File: src/rtl/ysyx_22050550_lsu_stage.sv
// Load/store stage between EXU and WBU of the ysyx_22050550 RV64 core.
// Latches one EX instruction, performs at most one outstanding access on a
// valid/ready memory port, aligns/extends load data and presents the result
// to the write-back unit as the io_LSWB_* bundle.
// Ports:
//   clock, reset            core clock, asynchronous active-low reset
//   ex_*                    instruction from EXU (ex_valid/ex_ready handshake)
//   mem_req_*, mem_addr,
//   mem_wen/wdata/wstrb     memory request channel (held stable until ready)
//   mem_resp_valid/rdata    memory response channel (stores respond too)
//   io_LSWB_*               bundle to WBU, held while io_LSWB_valid is high
//   io_ReadyWB_ready        WBU accepts the bundle
module ysyx_22050550_lsu_stage #(
   parameter int unsigned TIMEOUT = 256
) (
   input  logic        clock,
   input  logic        reset,
   input  logic        ex_valid,
   output logic        ex_ready,
   input  logic [63:0] ex_pc,
   input  logic [63:0] ex_alures,
   input  logic [31:0] ex_inst,
   input  logic [63:0] ex_rs2,
   input  logic        ex_readflag,
   input  logic        ex_writeflag,
   input  logic [2:0]  ex_func3,
   input  logic [4:0]  ex_waddr,
   input  logic        ex_wen,
   output logic        mem_req_valid,
   input  logic        mem_req_ready,
   output logic [63:0] mem_addr,
   output logic        mem_wen,
   output logic [63:0] mem_wdata,
   output logic [7:0]  mem_wstrb,
   input  logic        mem_resp_valid,
   input  logic [63:0] mem_rdata,
   output logic        io_LSWB_valid,
   output logic [63:0] io_LSWB_pc,
   output logic [63:0] io_LSWB_alures,
   output logic [63:0] io_LSWB_lsures,
   output logic [31:0] io_LSWB_inst,
   output logic        io_LSWB_readflag,
   output logic        io_LSWB_wen,
   output logic        io_LSWB_abort,
   output logic [4:0]  io_LSWB_waddr,
   output logic [2:0]  io_LSWB_func3,
   input  logic        io_ReadyWB_ready
);

   localparam int unsigned CNT_W = (TIMEOUT > 1) ? $clog2(TIMEOUT) : 1;

   typedef enum logic [1:0] {IDLE, REQ, WAIT, OUT} state_t;

   state_t             state;
   logic [CNT_W-1:0]   cnt;

   logic               accept;
   logic               mem_op;
   logic               misaligned;
   logic               bad_op;
   logic [2:0]         off;
   logic [7:0]         strb_base;
   logic [15:0]        strb_wide;
   logic [63:0]        wdata_shift;

   // Sign/zero extension of the lane-aligned read data
   function automatic logic [63:0] load_ext(input logic [63:0] raw,
                                            input logic [2:0]  lane,
                                            input logic [2:0]  f3);
      logic [63:0] d;
      d = raw >> {lane, 3'b000};
      case (f3)
         3'b000:  load_ext = {{56{d[7]}},  d[7:0]};
         3'b001:  load_ext = {{48{d[15]}}, d[15:0]};
         3'b010:  load_ext = {{32{d[31]}}, d[31:0]};
         3'b100:  load_ext = {56'd0, d[7:0]};
         3'b101:  load_ext = {48'd0, d[15:0]};
         3'b110:  load_ext = {32'd0, d[31:0]};
         default: load_ext = d;
      endcase
   endfunction

   // Reset gates ex_ready so nothing is offered upstream while held in reset
   assign ex_ready = reset & ((state == IDLE) | ((state == OUT) & io_ReadyWB_ready));
   assign accept   = ex_valid & ex_ready;

   // Decode of the incoming instruction: alignment check and lane placement
   always_comb begin
      off         = ex_alures[2:0];
      mem_op      = ex_readflag | ex_writeflag;
      misaligned  = 1'b0;
      strb_base   = 8'h01;
      case (ex_func3[1:0])
         2'd0: strb_base = 8'h01;
         2'd1: begin strb_base = 8'h03; misaligned = off[0];      end
         2'd2: begin strb_base = 8'h0F; misaligned = |off[1:0];   end
         default: begin strb_base = 8'hFF; misaligned = |off;     end
      endcase
      bad_op      = mem_op & (misaligned | (ex_func3 == 3'b111));
      strb_wide   = 16'(strb_base) << off;
      wdata_shift = ex_rs2 << {off, 3'b000};
   end

   // Stage FSM; all outputs except ex_ready are registered here
   always_ff @(posedge clock or negedge reset) begin
      if (!reset) begin
         state            <= IDLE;
         cnt              <= '0;
         mem_req_valid    <= 1'b0;
         mem_addr         <= 64'd0;
         mem_wen          <= 1'b0;
         mem_wdata        <= 64'd0;
         mem_wstrb        <= 8'd0;
         io_LSWB_valid    <= 1'b0;
         io_LSWB_pc       <= 64'd0;
         io_LSWB_alures   <= 64'd0;
         io_LSWB_lsures   <= 64'd0;
         io_LSWB_inst     <= 32'd0;
         io_LSWB_readflag <= 1'b0;
         io_LSWB_wen      <= 1'b0;
         io_LSWB_abort    <= 1'b0;
         io_LSWB_waddr    <= 5'd0;
         io_LSWB_func3    <= 3'd0;
      end else begin
         case (state)
            REQ: begin
               if (mem_req_ready) begin
                  mem_req_valid <= 1'b0;
                  cnt           <= '0;
                  state         <= WAIT;
               end
            end
            WAIT: begin
               if (mem_resp_valid) begin
                  io_LSWB_lsures <= io_LSWB_readflag
                                    ? load_ext(mem_rdata, io_LSWB_alures[2:0], io_LSWB_func3)
                                    : 64'd0;
                  io_LSWB_valid  <= 1'b1;
                  state          <= OUT;
               end else if (cnt == CNT_W'(TIMEOUT - 1)) begin
                  io_LSWB_abort  <= 1'b1;
                  io_LSWB_wen    <= 1'b0;
                  io_LSWB_lsures <= 64'd0;
                  io_LSWB_valid  <= 1'b1;
                  state          <= OUT;
               end else begin
                  cnt <= cnt + CNT_W'(1);
               end
            end
            OUT: begin
               if (io_ReadyWB_ready) begin
                  io_LSWB_valid <= 1'b0;
                  state         <= IDLE;
               end
            end
            default: ;
         endcase

         // A new accept (also back-to-back from OUT) overrides the above
         if (accept) begin
            io_LSWB_pc       <= ex_pc;
            io_LSWB_alures   <= ex_alures;
            io_LSWB_inst     <= ex_inst;
            io_LSWB_readflag <= ex_readflag;
            io_LSWB_waddr    <= ex_waddr;
            io_LSWB_func3    <= ex_func3;
            io_LSWB_lsures   <= 64'd0;
            io_LSWB_abort    <= bad_op;
            io_LSWB_wen      <= ex_wen & ~bad_op;
            mem_addr         <= {ex_alures[63:3], 3'b000};
            mem_wen          <= ex_writeflag;
            mem_wdata        <= wdata_shift;
            mem_wstrb        <= strb_wide[7:0];
            if (mem_op && !bad_op) begin
               mem_req_valid <= 1'b1;
               io_LSWB_valid <= 1'b0;
               state         <= REQ;
            end else begin
               mem_req_valid <= 1'b0;
               io_LSWB_valid <= 1'b1;
               state         <= OUT;
            end
         end
      end
   end

endmodule

File: config.mk
export PLATFORM = sky130hd
export DESIGN_NAME = ysyx_22050550_lsu_stage
export DESIGN_NICKNAME = d
export VERILOG_FILES = /design/src/rtl/ysyx_22050550_lsu_stage.sv
export SDC_FILE = /design/constraint.sdc
export NUM_CORES = 1
export LEC_CHECK = 0
export BUFFER_PORTS_ARGS = -buffer_cell sky130_fd_sc_hd__buf_2
export CAP_MARGIN = 30
export CORE_AREA = 2 2 261 263
export CTS_CLUSTER_DIAMETER = 120
export DETAILED_ROUTE_END_ITERATION = 8
export DIE_AREA = 0 0 263 265
export PLACE_DENSITY_LB_ADDON = 0.3
export SYNTH_ARGS = -nofsm -noshare
export SYNTH_HDL_FRONTEND = slang
export SYNTH_SLANG_ARGS = --single-unit
File: constraint.sdc
create_clock -name clock -period 2.5 [get_ports clock]
set_input_delay 0.625 -clock clock [delete_from_list [all_inputs] [get_ports clock]]
set_output_delay 0.625 -clock clock [all_outputs]
set_load 0.02 [all_outputs]
Yosys cells after proc, flatten, opt, wreduce, memory -nomap -nowiden. Index checks and enable logic that the tools add are counted.

Register bits after elaboration: 381. Input port bits: 305. Output and inout port bits: 375. Word-level logic and storage cells: 106.

Add/subtract/negate cells: 1. Equality and inequality tests: 19. Shift operators: 3. Mux-type cells: 36. Bitwise operators: 9. Reductions and logical operators: 21.

Operator list (number): 64-bit one-hot mux with 6 select lines (1); 64-bit two-way mux (5); 64-bit by 6-bit << shifter with 64-bit output (1); 64-bit by 6-bit right shift with 64-bit output (1); 8-bit two-way mux (3); 8-bit one-hot mux with 3 select lines (1); 1-bit two-way mux (16); 8-bit one-hot mux with 2 select lines (1); 3-bit equality test, second input constant (4); 2-bit two-way mux (6); 2-bit nonzero test (5); 8-bit by 1-bit adder with 8-bit output, second input constant (1); 8-bit equality test, second input constant (1); 4-bit AND reduction (2); 8-bit by 3-bit << shifter with 8-bit output (1); 2-bit equality test, second input constant (3); 2-bit inequality test, second input constant (3); 3-bit inequality test, second input constant (2); 2-bit one-hot mux with 3 select lines (1); 3-bit AND reduction (2); 3-bit nonzero test (2); 1-bit bitwise AND (5); 2-bit by 1-bit equality test with 1-bit output, second input constant (2); 2-bit logical NOT (2); other kinds (15) (18).

Depth between registers and ports, before layout.
Depth in word-level cells: 8. Gate-level depth with buffers: 9. Depth with buffers taken out: 7.

Worst setup path after synthesis. No wires, ideal clock.

Kind: input to register. From: in ex_alures[0]. To: reg mem_wdata[52]. Setup time: 0.119 ns. Arrival time: 2.044 ns. Required time: 2.381 ns. Slack: 0.337 ns. Stages on the path: 8. Cell sequence: clkbuf_1 > clkbuf_1 > buf_2 > mux2i_1 > nand2_1 > nand3_1 > o211ai_1 > o21a_1.

Word-level cells in the longest chain between the ends: 1.

Ends and longest elaborated chain: from (decl) (line 21) `input logic [63:0] ex_alures,`; 64-bit by 6-bit << shifter with 64-bit output (line 101) `wdata_shift = ex_rs2 << {off, 3'b000};`; to (signal assigned) (line 172) `mem_wdata <= wdata_shift;`; to (decl) (line 33) `output logic [63:0] mem_wdata,`.

Every way passes these cells. A chain may end at the register's enable or synchronous reset.

Final worst setup path.
From: reg state[0]. To: out ex_ready.

Word-level cells in the longest chain between the ends: 4. Elaborated cells on any way between the ends: 5.

Ends and longest elaborated chain: from (decl) (line 54) `state_t state;`; from (signal assigned) (line 107) `state <= IDLE;`; from (signal assigned) (line 130) `state <= WAIT;`; from (signal assigned) (line 139) `state <= OUT;`; 2-bit equality test (line 84) `assign ex_ready = reset & ((state == IDLE) | ((state == OUT) & io_ReadyWB_ready));`; 1-bit bitwise AND (line 84); 1-bit bitwise OR * (line 84); 1-bit bitwise AND * (line 84); to (decl) (line 19) `output logic ex_ready,`.

Mark *: on every way between the ends. The rest lies on a longest branch, timed or not.

==> flow_summary.yaml <==
status:
  status: "completed"
yosys:
  synth_top_cell_by_area: "dfrtp_1"
  netlist_area_mm2: 0.01597
  ys_types: 55
  synth-seq-cells: 320
  avgSynthCellArea_um2: 8.998
  synth_common_cells: "nand2_1, dfrtp_1, clkbuf_1"
  synthArstFlopShare: 1.000
  yosys.area_share.simple: 0.2010
  ys.warnings.count: 0
  syn_inst: 1775
  synth_area_leaders: "dfrtp_1, nand2_1, mux2i_1"
  ys_seq_area_frac: 0.5014
  synthAdderAreaFrac: 0.003917
  synth.most_common_cell: "nand2_1"
  ys.flop_type: "dfrtp_1"
  synth_xor_area_frac: 0.002193
  synth_edf_count: 0
  synthMuxAreaShare: 0.09158
  synth_compound_area_frac: 0.1338
  synth_top_family_by_area: "simple AND/OR/NAND/NOR gates"
  synth_top_cell_area_share: 0.5014
setup_path:
  worstPathCellList: "inv_2 > ha_2 > a21o_1 > buf_6 > and2_1 > buf_6"
  rrSetupSlack_ns: 0.13
  worstSetupPathType: "reg2out"
  cpMaxStageDelayCell: "dfrtp_1"
  startpoint_type: "register"
  reg2reg_depth: 7
  end_kind: "primary output"
  crit_top_cell: "buf_6"
  worst_r2r_startpoint: "state[0]"
  crit_path_max_fanout: 3
  r2r-end: "io_LSWB_lsures[13]"
  slowest_delay_ns: 0.43
  arrival_ns: 1.82
  worstPathRequired_ns: 1.88
sta:
  rsz0062_at_grt: "yes"
  fin_worst_skew_ns: 0.01658
  setup_viol: 0
  fin_tns_setup_ns: 0
  period_share: 0.9761
  fin_hold_ws_ns: 0.1225
  post-route-min-period_ns: 2.440
  finalHoldViolations: 0
  fmax_mhz: 409.8
  slew_headroom: 0.3617
  worstMarginPinSlew_ns: 0.9564
  finalMaxSlewViolations: 0
floorplan:
  core_area_mm2: 0.06680
  die_h_um: 265
  die_w_um: 263
  std_cell_rows: 95
  ios: 680
  dieArea_mm2: 0.06970
  start_util: 0.2391
routing:
  drt_iter0_drc: 1323
  drtAntennaViolNets: 0
  dr.pass1.iters: 5
  viasPerCell: 4.744
  avgRoutedWirePerCell_um: 20.20
  wl_um: 66070
  vias: 15516
  drc: 0
power:
  p_per_area_mw_per_mm2: 1361
  leakage_uw: 0.01138
  ir_drop_mv: 0.8103
job:
  maxCapViolations: 0
clock_tree:
  cts_root_buf: "clkbuf_16"
  cts.clk_slew.worst_paths_ns: 0.06
  htree_num_levels: 2
  cts_tree: "done"
  cts_buffers: 40
  clk_path_buf_depth: 3
  cts.sinks: 320
  ctsHoldBuffers: 0
  clk_latency_ns: 0.56
grt:
  first_global_vias: 15528
  grtUsageTotal: 0.1832
  grt-ovfl-total: 0
  grt_antenna_before_repair: 6
  grt_max_degree: 144
  grt_pass1_wl_um: 98560
hold_path:
  holdCritPathClass: "in2async"
finish:
  syn2layout_area_growth_pct: 34.88
  drive_gt1_frac: 0.3613
  instances_no_fill: 3271
  nets: 2675
placed_design:
  portBuffers: 676
  hpwl_um: 49760
  dpl.cell_count: 3191
  gp_congestion: 0.9404
## critical path: cells and delay by family (launching register included)
kind | cells | cell delay, ns
buffers and inverters | 3 | 0.33
flip-flops | 1 | 0.43
AO/OA/AOI/OAI | 1 | 0.18
AND/OR/NAND/NOR | 1 | 0.15
adder cells (fa/ha/maj) | 1 | 0.17
## cell usage in the layout (no fill, tap or decap), drive strengths merged, types with 10 or more instances in the layout
cell	n
mux2i	82
o31ai	25
clkbuf	53
buf	734
o211ai	24
dfrtp	320
o21ai	100
o21a	24
nand2	707
mux2	17
a22o	10
mux4	20
nor2	62
inv	11
a221o	21
clkinv	11
nand3	15
a21oi	30
## metrics by stage
stage | util | cell area [um2] | setup WS (ns) | total power (uW)
3_3_place_gp | 0.3004 | 20060 | 0.1542 | 22940
5_1_grt | 0.3225 | 21540 | -0.02008 | 31070
3_5_place_dp | 0.3005 | 20070 | 0.1107 | 23070
6_report | 0.3225 | 21540 | 0.05967 | 29330
4_1_cts | 0.3218 | 21500 | 0.001904 | 29530
2_1_floorplan | - | 15980 | 0.3373 | 17790
## flip-flops by register name (all words and copies together) (netlist names), 2 cells and up
name            count
cnt                 8
io_LSWB_waddr       5
mem_wdata          64
io_LSWB_alures     64
state               2
io_LSWB_lsures     64
io_LSWB_inst       32
io_LSWB_pc         64
mem_wstrb           8
io_LSWB_func3       3
## per-layer routing
| layer | GRT usage | wire [um] | vias up | share of wire |
|---|---|---|---|---|
| li1 | - | - | 7094 | - |
| met1 | 0.2239 | 26250 | 7533 | 0.40 |
| met2 | 0.3057 | 31560 | 739 | 0.48 |
| met3 | 0.04895 | 5396 | 144 | 0.082 |
| met4 | 0.07552 | 2830 | 6 | 0.043 |
| met5 | 0 | 39 | - | 0.00059 |
## logic make-up (layout without fill, tap and decap cells)
family | count (synthesis) | in the layout
XOR/XNOR | 4 | 4
buffers and inverters | 200 | 819
multiplexers | 119 | 119
AO/OA/AOI/OAI | 308 | 308
flip-flops | 320 | 320
AND/OR/NAND/NOR | 818 | 819
adder cells (fa/ha/maj) | 5 | 5
other | 1 | 4
## cell type report
cell class                      instances  area [um2]
Fill cell                            7058       45260
Clock inverter                         21       306.5
Multi-Input combinational cell       1258        6972
Sequential cell                       320        8011
Timing Repair Buffer                  734        4016
Clock buffer                           53        1101
Tap cell                              873        1092
Antenna cell                            1       2.502
Inverter                               11       41.29
## timing repair
| item | CTS | global route |
|---|---|---|
| buffers inserted | 2 | 2 |
| setup endpoints to repair | 1 | 27 |
| pin swaps | 0 | 2 |
| gates cloned | 0 | 1 |
| gates resized for setup | 1 | 8 |
## report_power, final
group          switching (uW)  internal, uW  leakage (uW)
registers                1610          7470       0.00410
logic                    9240          4730       0.00661
clock network            2420          3850      0.000682
total                   13300         16100        0.0114
## worst max path at each step
stage / slack [ns] / cells after the start / from / to
floorplan: 0.34 / 8 / ex_alures[0] / mem_wdata[52]
finish: 0.06 / 6 / state[0] / ex_ready
global route: -0.02 / 6 / state[0] / ex_ready
CTS: 0.002 / 6 / state[0] / ex_ready
detailed placement: 0.11 / 7 / io_ReadyWB_ready / io_LSWB_lsures[58]
global placement: 0.15 / 6 / io_ReadyWB_ready / mem_wdata[6]
Power figures use the tool's default switching activity.
